`config.mk`:
```
export PLATFORM = sky130hd
export DESIGN_NAME = wb_port_arbiter
export DESIGN_NICKNAME = d
export VERILOG_FILES = /design/src/rtl/wb_port_arbiter.sv
export SDC_FILE = /design/constraint.sdc
export NUM_CORES = 1
export LEC_CHECK = 0
export ABC_CLOCK_PERIOD_IN_PS = 4200
export BUFFER_PORTS_ARGS = -buffer_cell sky130_fd_sc_hd__buf_2
export CORE_MARGIN = 5
export CORE_UTILIZATION = 40
export CTS_BUF_LIST = sky130_fd_sc_hd__clkbuf_8
export DETAILED_ROUTE_END_ITERATION = 7
export HOLD_SLACK_MARGIN = 0.15
export MAX_ROUTING_LAYER = met4
export PLACE_DENSITY = 0.64
export SYNTH_ARGS = -nofsm -noshare
export SYNTH_HDL_FRONTEND = slang
export SYNTH_SLANG_ARGS = --single-unit
```
`constraint.sdc`:
```
create_clock -name clock -period 4.2 [get_ports clock]
set_clock_uncertainty 0.1 [all_clocks]
set_input_delay 0.42 -clock clock [delete_from_list [all_inputs] [get_ports clock]]
set_output_delay 0.42 -clock clock [all_outputs]
set_load 0.01 [all_outputs]
```
`src/rtl/wb_port_arbiter.sv`:
```
// Register-file write-port arbiter: MEM/WB writes win, MDU results queue and drain
// into idle slots, with a starvation-driven pipeline stall. Optional WB_ARB_PERF_EN adds perf counters.
module wb_port_arbiter #(
  parameter int unsigned DEPTH    = 4,
  parameter int unsigned MAX_WAIT = 8
) (
  input  logic        clock,
  input  logic        reset_n,
  input  logic        wb_regwrite,
  input  logic [4:0]  wb_rd,
  input  logic [31:0] wb_data,
  input  logic        mdu_valid,
  input  logic [4:0]  mdu_rd,
  input  logic [31:0] mdu_data,
  output logic        mdu_ready,
  output logic        pipe_stall,
  output logic        rf_we,
  output logic [4:0]  rf_wa,
  output logic [31:0] rf_wd
`ifdef WB_ARB_PERF_EN
  ,
  output logic [31:0] perf_stall_cnt,
  output logic [31:0] perf_mdu_wr_cnt
`endif
);

  localparam int unsigned AW = $clog2(DEPTH);
  localparam int unsigned CW = $clog2(MAX_WAIT + 1);

  typedef enum logic [1:0] {S_IDLE, S_WAIT, S_FORCE} state_t;

  state_t          state_q, state_d;
  logic [CW-1:0]   wait_q, wait_d;
  logic [AW-1:0]   rd_ptr_q, rd_ptr_d, wr_ptr_q, wr_ptr_d;
  logic [AW:0]     count_q, count_d;
  logic [DEPTH-1:0] ent_v_q, ent_v_d;
  logic [4:0]      ent_rd_q [DEPTH];
  logic [4:0]      ent_rd_d [DEPTH];
  logic [31:0]     ent_data_q [DEPTH];
  logic [31:0]     ent_data_d [DEPTH];
  logic            rf_we_q, rf_we_d;
  logic [4:0]      rf_wa_q, rf_wa_d;
  logic [31:0]     rf_wd_q, rf_wd_d;

  logic            full, pipe_win, push;
  logic [AW-1:0]   nxt;
  logic [1:0]      pop_n;

  assign full       = (count_q == (AW+1)'(DEPTH));
  assign mdu_ready  = !full;
  assign pipe_win   = wb_regwrite && (wb_rd != '0);
  assign push       = mdu_valid && !full && (mdu_rd != '0);
  assign nxt        = rd_ptr_q + AW'(1);
  assign pipe_stall = (state_q == S_FORCE);
  assign rf_we      = rf_we_q;
  assign rf_wa      = rf_wa_q;
  assign rf_wd      = rf_wd_q;

  always_comb begin
    ent_v_d    = ent_v_q;
    ent_rd_d   = ent_rd_q;
    ent_data_d = ent_data_q;
    wr_ptr_d   = wr_ptr_q;
    rf_we_d    = 1'b0;
    rf_wa_d    = rf_wa_q;
    rf_wd_d    = rf_wd_q;
    pop_n      = 2'd0;
    if (pipe_win) begin
      rf_we_d = 1'b1;
      rf_wa_d = wb_rd;
      rf_wd_d = wb_data;
      for (int unsigned i = 0; i < DEPTH; i++) begin
        if (ent_rd_q[i] == wb_rd) ent_v_d[i] = 1'b0;
      end
    end else if (count_q != '0) begin
      if (ent_v_q[rd_ptr_q]) begin
        pop_n   = 2'd1;
        rf_we_d = 1'b1;
        rf_wa_d = ent_rd_q[rd_ptr_q];
        rf_wd_d = ent_data_q[rd_ptr_q];
      end else begin
        // A squashed head costs no slot; its successor may use this cycle.
        pop_n = 2'd1;
        if (count_q >= (AW+1)'(2) && ent_v_q[nxt]) begin
          pop_n   = 2'd2;
          rf_we_d = 1'b1;
          rf_wa_d = ent_rd_q[nxt];
          rf_wd_d = ent_data_q[nxt];
        end
      end
    end
    // Push lands after the squash so a same-cycle matching rd survives.
    if (push) begin
      ent_v_d[wr_ptr_q]    = 1'b1;
      ent_rd_d[wr_ptr_q]   = mdu_rd;
      ent_data_d[wr_ptr_q] = mdu_data;
      wr_ptr_d             = wr_ptr_q + AW'(1);
    end
    rd_ptr_d = rd_ptr_q + AW'(pop_n);
    count_d  = count_q - (AW+1)'(pop_n) + (AW+1)'(push);
  end

  always_comb begin
    state_d = state_q;
    wait_d  = wait_q;
    case (state_q)
      S_IDLE: begin
        if (count_d != '0) begin
          state_d = S_WAIT;
          wait_d  = '0;
        end
      end
      S_WAIT: begin
        if (count_d == '0) begin
          state_d = S_IDLE;
          wait_d  = '0;
        end else if ((count_d == (AW+1)'(DEPTH)) ||
                     (pipe_win && wait_q == CW'(MAX_WAIT - 1))) begin
          state_d = S_FORCE;
          wait_d  = '0;
        end else if (pop_n != 2'd0) begin
          wait_d = '0;
        end else if (pipe_win) begin
          wait_d = wait_q + CW'(1);
        end
      end
      S_FORCE: begin
        if (pop_n != 2'd0) begin
          state_d = (count_d == '0) ? S_IDLE : S_WAIT;
          wait_d  = '0;
        end
      end
      default: begin
        state_d = S_IDLE;
        wait_d  = '0;
      end
    endcase
  end

  always_ff @(posedge clock or negedge reset_n) begin
    if (!reset_n) begin
      state_q    <= S_IDLE;
      wait_q     <= '0;
      rd_ptr_q   <= '0;
      wr_ptr_q   <= '0;
      count_q    <= '0;
      ent_v_q    <= '0;
      ent_rd_q   <= '{default: '0};
      ent_data_q <= '{default: '0};
      rf_we_q    <= 1'b0;
      rf_wa_q    <= '0;
      rf_wd_q    <= '0;
    end else begin
      state_q    <= state_d;
      wait_q     <= wait_d;
      rd_ptr_q   <= rd_ptr_d;
      wr_ptr_q   <= wr_ptr_d;
      count_q    <= count_d;
      ent_v_q    <= ent_v_d;
      ent_rd_q   <= ent_rd_d;
      ent_data_q <= ent_data_d;
      rf_we_q    <= rf_we_d;
      rf_wa_q    <= rf_wa_d;
      rf_wd_q    <= rf_wd_d;
    end
  end

`ifdef WB_ARB_PERF_EN
  logic [31:0] perf_stall_q, perf_mdu_q;

  always_ff @(posedge clock or negedge reset_n) begin
    if (!reset_n) begin
      perf_stall_q <= '0;
      perf_mdu_q   <= '0;
    end else begin
      perf_stall_q <= perf_stall_q + 32'(pipe_stall);
      perf_mdu_q   <= perf_mdu_q + 32'(rf_we_d && !pipe_win);
    end
  end

  assign perf_stall_cnt  = perf_stall_q;
  assign perf_mdu_wr_cnt = perf_mdu_q;
`else
  // Performance counters not built.
`endif

endmodule

```
==> results of run 1 <==
[metrics by stage]
step / setup WS, ns / cell area, sq um
floorplan: 0.657 / 11300
global placement: 0.621 / 12100
detailed placement: 0.605 / 12100
CTS: 0.589 / 13400
global route: 0.390 / 13400
finish: 0.568 / 13400
[sequential cells by signal, summed over array words and instances (netlist names), 3 cells and up]
signal and cells:
ent_data_q 128, rf_wa 5, ent_rd_q 20, rf_wd 32, wait_q 4, ent_v_q 4
count_q 3
[worst min-delay path, delay by kind of cell]
family,cells,cell delay (ns)
buffers and inverters,1,0.08
AOI/OAI and AO/OA,1,0.06
and+or+nand+nor,1,0.05
muxes,1,0.15
[cell type report]
type / instances / area, sq um
Fill cell: 2608 / 14500
Multi-Input combinational cell: 660 / 5740
Sequential cell: 203 / 5090
Timing Repair Buffer: 198 / 1370
Clock buffer: 47 / 647
Tap cell: 378 / 473
Clock inverter: 14 / 55.1
Inverter: 13 / 48.8
[final timing paths]
path / from / endpoint / slack (ns) / cells past startpoint
worst max-delay path: mdu_rd[0] / wait_q[3]$_DFFE_PN0P_ / 0.57 / 15
worst min-delay path: wb_data[7] / rf_wd[7]$_DFFE_PN0P_ / 0.18 / 4
worst max register to register: rd_ptr_q[1]$_DFF_PN0_ / wait_q[3]$_DFFE_PN0P_ / 0.59 / 13
worst min register to register: rf_wd[3]$_DFFE_PN0P_ / rf_wd[3]$_DFFE_PN0P_ / 0.40 / 1
max in group asynchronous: reset_n / ent_data_q[84]$_DFFE_PN0P_ / 2.51 / 3
min in group asynchronous: reset_n / ent_rd_q[2]$_DFFE_PN0P_ / 0.46 / 2
[power by group]
part	switching [uW]	total (uW)	leakage, uW	internal (uW)
combinational	2500	5210	0.00306	2710
sequential	898	3870	0.00241	2970
clock	800	1790	0.000410	994
total	4200	10900	0.00587	6670
[kinds of logic (layout without fill, tap and decap cells)]
family | after synthesis | after routing
xor+xnor | 24 | 24
flops | 203 | 203
simple gates | 123 | 123
fa+ha+maj | 10 | 10
mux | 258 | 258
compound gates | 245 | 245
buf+inv | 94 | 272
[cell usage in the layout, fill, tap and decap left out, drive strengths merged, types with 7 or more instances in the layout]
| cell type | synthesis | layout |
|---|---|---|
| mux2i | 39 | 39 |
| o31ai | 33 | 33 |
| mux2 | 218 | 218 |
| xnor2 | 14 | 14 |
| o22a | 36 | 36 |
| dfrtp | 203 | 203 |
| xor2 | 9 | 9 |
| o22ai | 66 | 66 |
| nand3 | 7 | 7 |
| buf | 48 | 134 |
| nand2 | 53 | 53 |
| a22oi | 32 | 32 |
| ha | 9 | 9 |
| nand2b | 7 | 7 |
| o2bb2ai | 36 | 36 |
| clkbuf | 33 | 48 |
| inv | 13 | 25 |
| dlygate4sd3 | 0 | 63 |
| nor2 | 46 | 46 |
[timing repair]
| item | 4_1_cts | 5_1_grt |
|---|---|---|
| resized for setup | 0 | 0 |
| hold buffers | 63 | 0 |
| endpoints found under the hold margin | 268 | 0 |
[metal layers]
metal  vias up  GRT usage  share of wire
li1       3943          -              -
met1      4244      0.266           0.46
met2       260      0.308           0.47
met3        51     0.0318          0.049
met4         0     0.0454          0.016
met5         -          -              0
==> impl_metrics.yaml, run 1 <==
status:
  run_status: "complete, no violations"
setup_path:
  cp.required_ns: 4.54
  critical-path-max-stage-delay_ns: 0.55
  critical-path-top-cell-by-count: "sky130_fd_sc_hd__inv_1"
  timing.critical_path.cells: "dlygate4sd3_1 -> buf_2 -> or4_1 -> o211a_1 -> inv_1 -> ha_1 -> inv_1 -> ha_1 -> inv_1 -> fa_1 -> nand2b_1 -> and2_1 -> a311o_1 -> nand2b_1 -> o22ai_1"
  critical_path.endpoint_type: "register"
  worst-path-max-fanout: 6
  cp_startpoint_kind: "input port"
  arrival_ns: 3.97
  library_cell_contributing_the_largest_single_delay_on_the_critical_path: "sky130_fd_sc_hd__dlygate4sd3_1"
  timing.critical_path.max_delay_family: "simple AND/OR/NAND/NOR gates"
  path_class: "input port to register"
  critical_path_buf_inv_count: 5
global_routing:
  grt_use_total: 0.195
  first_global_vias: 8653
  largest_net_degree_at_the_start_of_global_routing: 98
  global_route.overflow_total: 0
  grt_first_pass_wirelength_microns: 48300
  antenna_found_initial: 0
die:
  start_util: 0.406
  core.rowCount: 61
  die_w_microns: 178
  dieArea_sq_mm: 0.0318
  pin_count: 118
  die-height_microns: 178
  core_area_sq_mm: 0.0279
synth:
  synth_nets: 1045
  synthesis.area_per_instance_sq_um: 11.9
  synth_seq_cells: 203
  synth_edf_count: 0
  synthMostInstantiatedCell: "sky130_fd_sc_hd__dfrtp_1"
  seq_area_frac_synth: 0.448
  synthCells: 957
  ys_async_sr_fraction: 1.00
  synth.top_cell.area_share: 0.448
  synth_top_cells_by_count: "sky130_fd_sc_hd__dfrtp_1 (203), sky130_fd_sc_hd__mux2_2 (191), sky130_fd_sc_hd__o22ai_1 (66)"
  synthMuxAreaShare: 0.259
  main_combinational_cell_family_by_area_after_synthesis: "multiplexers"
  ys_dominant_reg_cell: "sky130_fd_sc_hd__dfrtp_1"
  synth_cell_types: 54
  synthAdderAreaFrac: 0.0117
  yosys_warnings: 0
  synth.cell_area_sq_mm: 0.0113
  synth_xor_xnor_area_share: 0.0198
  ys_top_cells_by_area: "sky130_fd_sc_hd__dfrtp_1 (45%), sky130_fd_sc_hd__mux2_2 (19%), sky130_fd_sc_hd__o22ai_1 (3.6%)"
  synth-compound-area-share: 0.165
  post_synth_and_or_nand_nor_area_fraction: 0.0479
  yosysTopAreaCell: "sky130_fd_sc_hd__dfrtp_1"
detailed_routing:
  detailedRoute.firstPassIterationCount: 5
  detail_route.iter0.violations: 553
  via_count: 8498
  wl_microns: 30400
  drt-vias-per-instance: 5.62
  drt-wirelength-per-cell_microns: 20.1
  antenna_violating_nets_post_route: 0
  drc: 0
sta:
  worst_slew_pin_slew_ns: 0.893
  relSlewSlack: 0.404
  top_achievable_clock_speed_mhz: 275
  slew_violations: 0
  rsz0062_at_grt: "no"
  final_hold_viol_count: 0
  timing.final.crit_share: 0.865
  final.min_clock_period_ns: 3.63
  sum_neg_setup_slack_ns: 0
  setup_viol_count_final: 0
  fin_worst_hold_slack_ns: 0.184
final_layout:
  drive_gt1_frac: 0.363
  design.final.nets: 1201
  layout.cells.non_filler: 1513
  synthToLayoutAreaGrowth_pct: 18.2
  insertedDiodeCount: 0
  post-route-util: 0.480
placement:
  gpl.final_weighted_congestion: 0.915
  placedCellCount: 1389
  port_buffers: 117
  detailedPlacementHpwl_microns: 18100
cts:
  clock-sinks: 203
  cts_tree: "yes"
  cts_root_buf: "sky130_fd_sc_hd__clkbuf_8"
  path_clk_slew_ns: 0.05
  cts_post_setup_buffers_inserted: 0
  clock_latency_ns: 0.52
  ctsLongestPathBuffers: 3
  cts_inserted_buffers: 37
  cts_max_level: 2
power:
  pwr_density_cell_mw_per_mm2: 810
  ir_drop_uv: 407
  leakagePower_uw: 0.00587
  totalPowerFinal_uw: 10900
hold_path:
  worstHoldPathType: "input port to register"
run:
  cap_violations: 0
No activity file was read; power rests on OpenSTA's default activity.
==> inputs of run 2 (changes only) <==
Settings changed: ABC_CLOCK_PERIOD_IN_PS 4200 to 4450.
Clock period 4.2 ns to 4.45 ns, I/O delays scaled along.
==> impl_metrics.yaml, run 2 (synthesis gave the netlist of run 1 again) <==
placement:
  gpl.final_weighted_congestion: 0.921
  placement.cell_area_sq_mm: 0.0121
  detailedPlacementHpwl_microns: 17900
  pre_cts_slack_ns: 0.594
  placedCellCount: 1388
  port_buffers: 117
power:
  ir_drop_uv: 372
  leakagePower_uw: 0.00589
  pwr_density_cell_mw_per_mm2: 772
detailed_routing:
  via_count: 8499
  antenna_violating_nets_post_route: 0
  drt-wirelength-per-cell_microns: 20.2
  detailedRoute.firstPassIterationCount: 5
  drc: 0
  drt-vias-per-instance: 5.61
  wl_microns: 30600
  detail_route.iter0.violations: 506
final_layout:
  regMostFlops: "ent_data_q"
  design.final.nets: 1196
  drive_gt1_frac: 0.370
  final_cell_mix: "sky130_fd_sc_hd__dfrtp_1 (200), sky130_fd_sc_hd__mux2_2 (191), sky130_fd_sc_hd__buf_2 (116)"
  synthToLayoutAreaGrowth_pct: 18.5
  final_area_sq_mm: 0.0134
  layout.cells.non_filler: 1514
  largest_register_ff_count: 128
  insertedDiodeCount: 0
  layout_commonest_cell: "sky130_fd_sc_hd__dfrtp_1"
  nFillCells: 2564
setup_path:
  crit-reg2reg-launch: "rd_ptr_q[1]$_DFF_PN0_"
  cp.required_ns: 4.80
  reg2reg_setup_slack_ns: 0.93
  worst-path-max-fanout: 8
  cp_startpoint_kind: "input port"
  r2r_cells: 13
  arrival_ns: 4.25
  r2r-end: "wait_q[3]$_DFFE_PN0P_"
  critical_path.endpoint_type: "register"
  path_class: "input port to register"
sta:
  timing.final.crit_share: 0.876
  relSlewSlack: 0.387
  final.min_clock_period_ns: 3.90
  setup_viol_count_final: 0
  top_achievable_clock_speed_mhz: 257
  worst_slew_pin_slew_ns: 0.919
  final_hold_viol_count: 0
  rsz0062_at_grt: "no"
  slew_violations: 0
  sum_neg_setup_slack_ns: 0
  postLayoutSetupSlackWorst_ns: 0.552
die:
  dieArea_sq_mm: 0.0318
  core.rowCount: 61
  start_util: 0.406
  pin_count: 118
  die-height_microns: 178
  core_area_sq_mm: 0.0279
  die_w_microns: 178
global_routing:
  grt_use_total: 0.199
  first_global_vias: 8732
  largest_net_degree_at_the_start_of_global_routing: 87
  grt_first_pass_wirelength_microns: 49000
  antenna_found_initial: 0
  global_route.overflow_total: 0
run:
  cap_violations: 0
cts:
  cts_inserted_buffers: 39
  cts_root_buf: "sky130_fd_sc_hd__clkbuf_8"
  clock-sinks: 203
  cts_max_level: 2
  cts_post_setup_buffers_inserted: 0
  ctsHoldBuffers: 57
  cts_tree: "yes"
  ctsLongestPathBuffers: 3
  cts_repair_resize_count: 0
  path_clk_slew_ns: 0.06
  clock_latency_ns: 0.53
hold_path:
  hold_path.startpoint: "wb_data[5]"
  worstHoldPathType: "input port to register"
  timing.hold.worst_path_depth: 4
  holdPathEnd: "rf_wd[5]$_DFFE_PN0P_"
status:
  run_status: "complete, no violations"
-- run 2: cell types whose count changed in the layout (fill, tap and decap cells not counted), sizes merged --
| cell | previous run | this run |
|---|---|---|
| dlygate4sd3 | 63 | 57 |
| clkbuf | 48 | 53 |
| clkinv | 2 | 4 |
| buf | 134 | 133 |
| clkinvlp | 0 | 1 |
-- run 2: layout make-up --
type,count,area [sq um],area share
Clock inverter,17,81.3,0.00605
Tap cell,378,473,0.0352
Timing Repair Buffer,191,1310,0.0971
Inverter,13,48.8,0.00363
Sequential cell,203,5090,0.378
Clock buffer,52,716,0.0532
Multi-Input combinational cell,660,5740,0.427
-- run 2: report_power, final --
group	switching, uW	internal, uW	total (uW)
clock	812	1040	1860
combinational	2370	2550	4920
sequential	797	2800	3600
-- run 2: metrics by stage --
| step | hold slack, ns | power (uW) | util |
|---|---|---|---|
| 5_1_grt | 0.168 | 11100 | 0.481 |
| 3_3_place_gp | 0.389 | 8370 | 0.432 |
| 6_report | 0.172 | 10400 | 0.481 |
| 3_5_place_dp | 0.393 | 8510 | 0.432 |
| 4_1_cts | 0.151 | 10400 | 0.481 |
| 2_1_floorplan | 0.0494 | 7320 | - |
-- run 2: how the worst max path moves through the flow --
stage                                     start  cells past startpoint                    end
after global placement                mdu_rd[0]                     14  wait_q[3]$_DFFE_PN0P_
after CTS                             mdu_rd[0]                     15  wait_q[0]$_DFFE_PN0P_
after global routing                  mdu_rd[0]                     15  wait_q[0]$_DFFE_PN0P_
final                                 mdu_rd[0]                     15  wait_q[3]$_DFFE_PN0P_
after floorplan           rd_ptr_q[0]$_DFF_PN0_                     16  wait_q[3]$_DFFE_PN0P_
after detailed placement              mdu_rd[0]                     14  wait_q[0]$_DFFE_PN0P_
-- run 2: routing by layer --
| metal | up-vias | track usage | wire [microns] |
|---|---|---|---|
| met3 | 38 | 0.0307 | 1400 |
| met5 | - | - | 0 |
| met4 | 0 | 0.0457 | 405 |
| met2 | 225 | 0.318 | 14700 |
| met1 | 4299 | 0.269 | 14100 |
| li1 | 3937 | - | - |
-- run 2: worst max-delay path, cell delays in order --
cell                            delay [ns]
sky130_fd_sc_hd__dlygate4sd3_1        0.55
sky130_fd_sc_hd__buf_2                0.16
sky130_fd_sc_hd__or4_1                0.56
sky130_fd_sc_hd__o211a_1              0.42
sky130_fd_sc_hd__inv_1                0.12
sky130_fd_sc_hd__ha_1                 0.23
sky130_fd_sc_hd__inv_1                0.06
sky130_fd_sc_hd__ha_1                 0.13
sky130_fd_sc_hd__inv_1                0.04
sky130_fd_sc_hd__fa_1                 0.51
sky130_fd_sc_hd__nand2b_1             0.10
sky130_fd_sc_hd__and2_1               0.15
sky130_fd_sc_hd__a311o_1              0.41
sky130_fd_sc_hd__nand2b_1             0.20
sky130_fd_sc_hd__o22ai_1              0.18
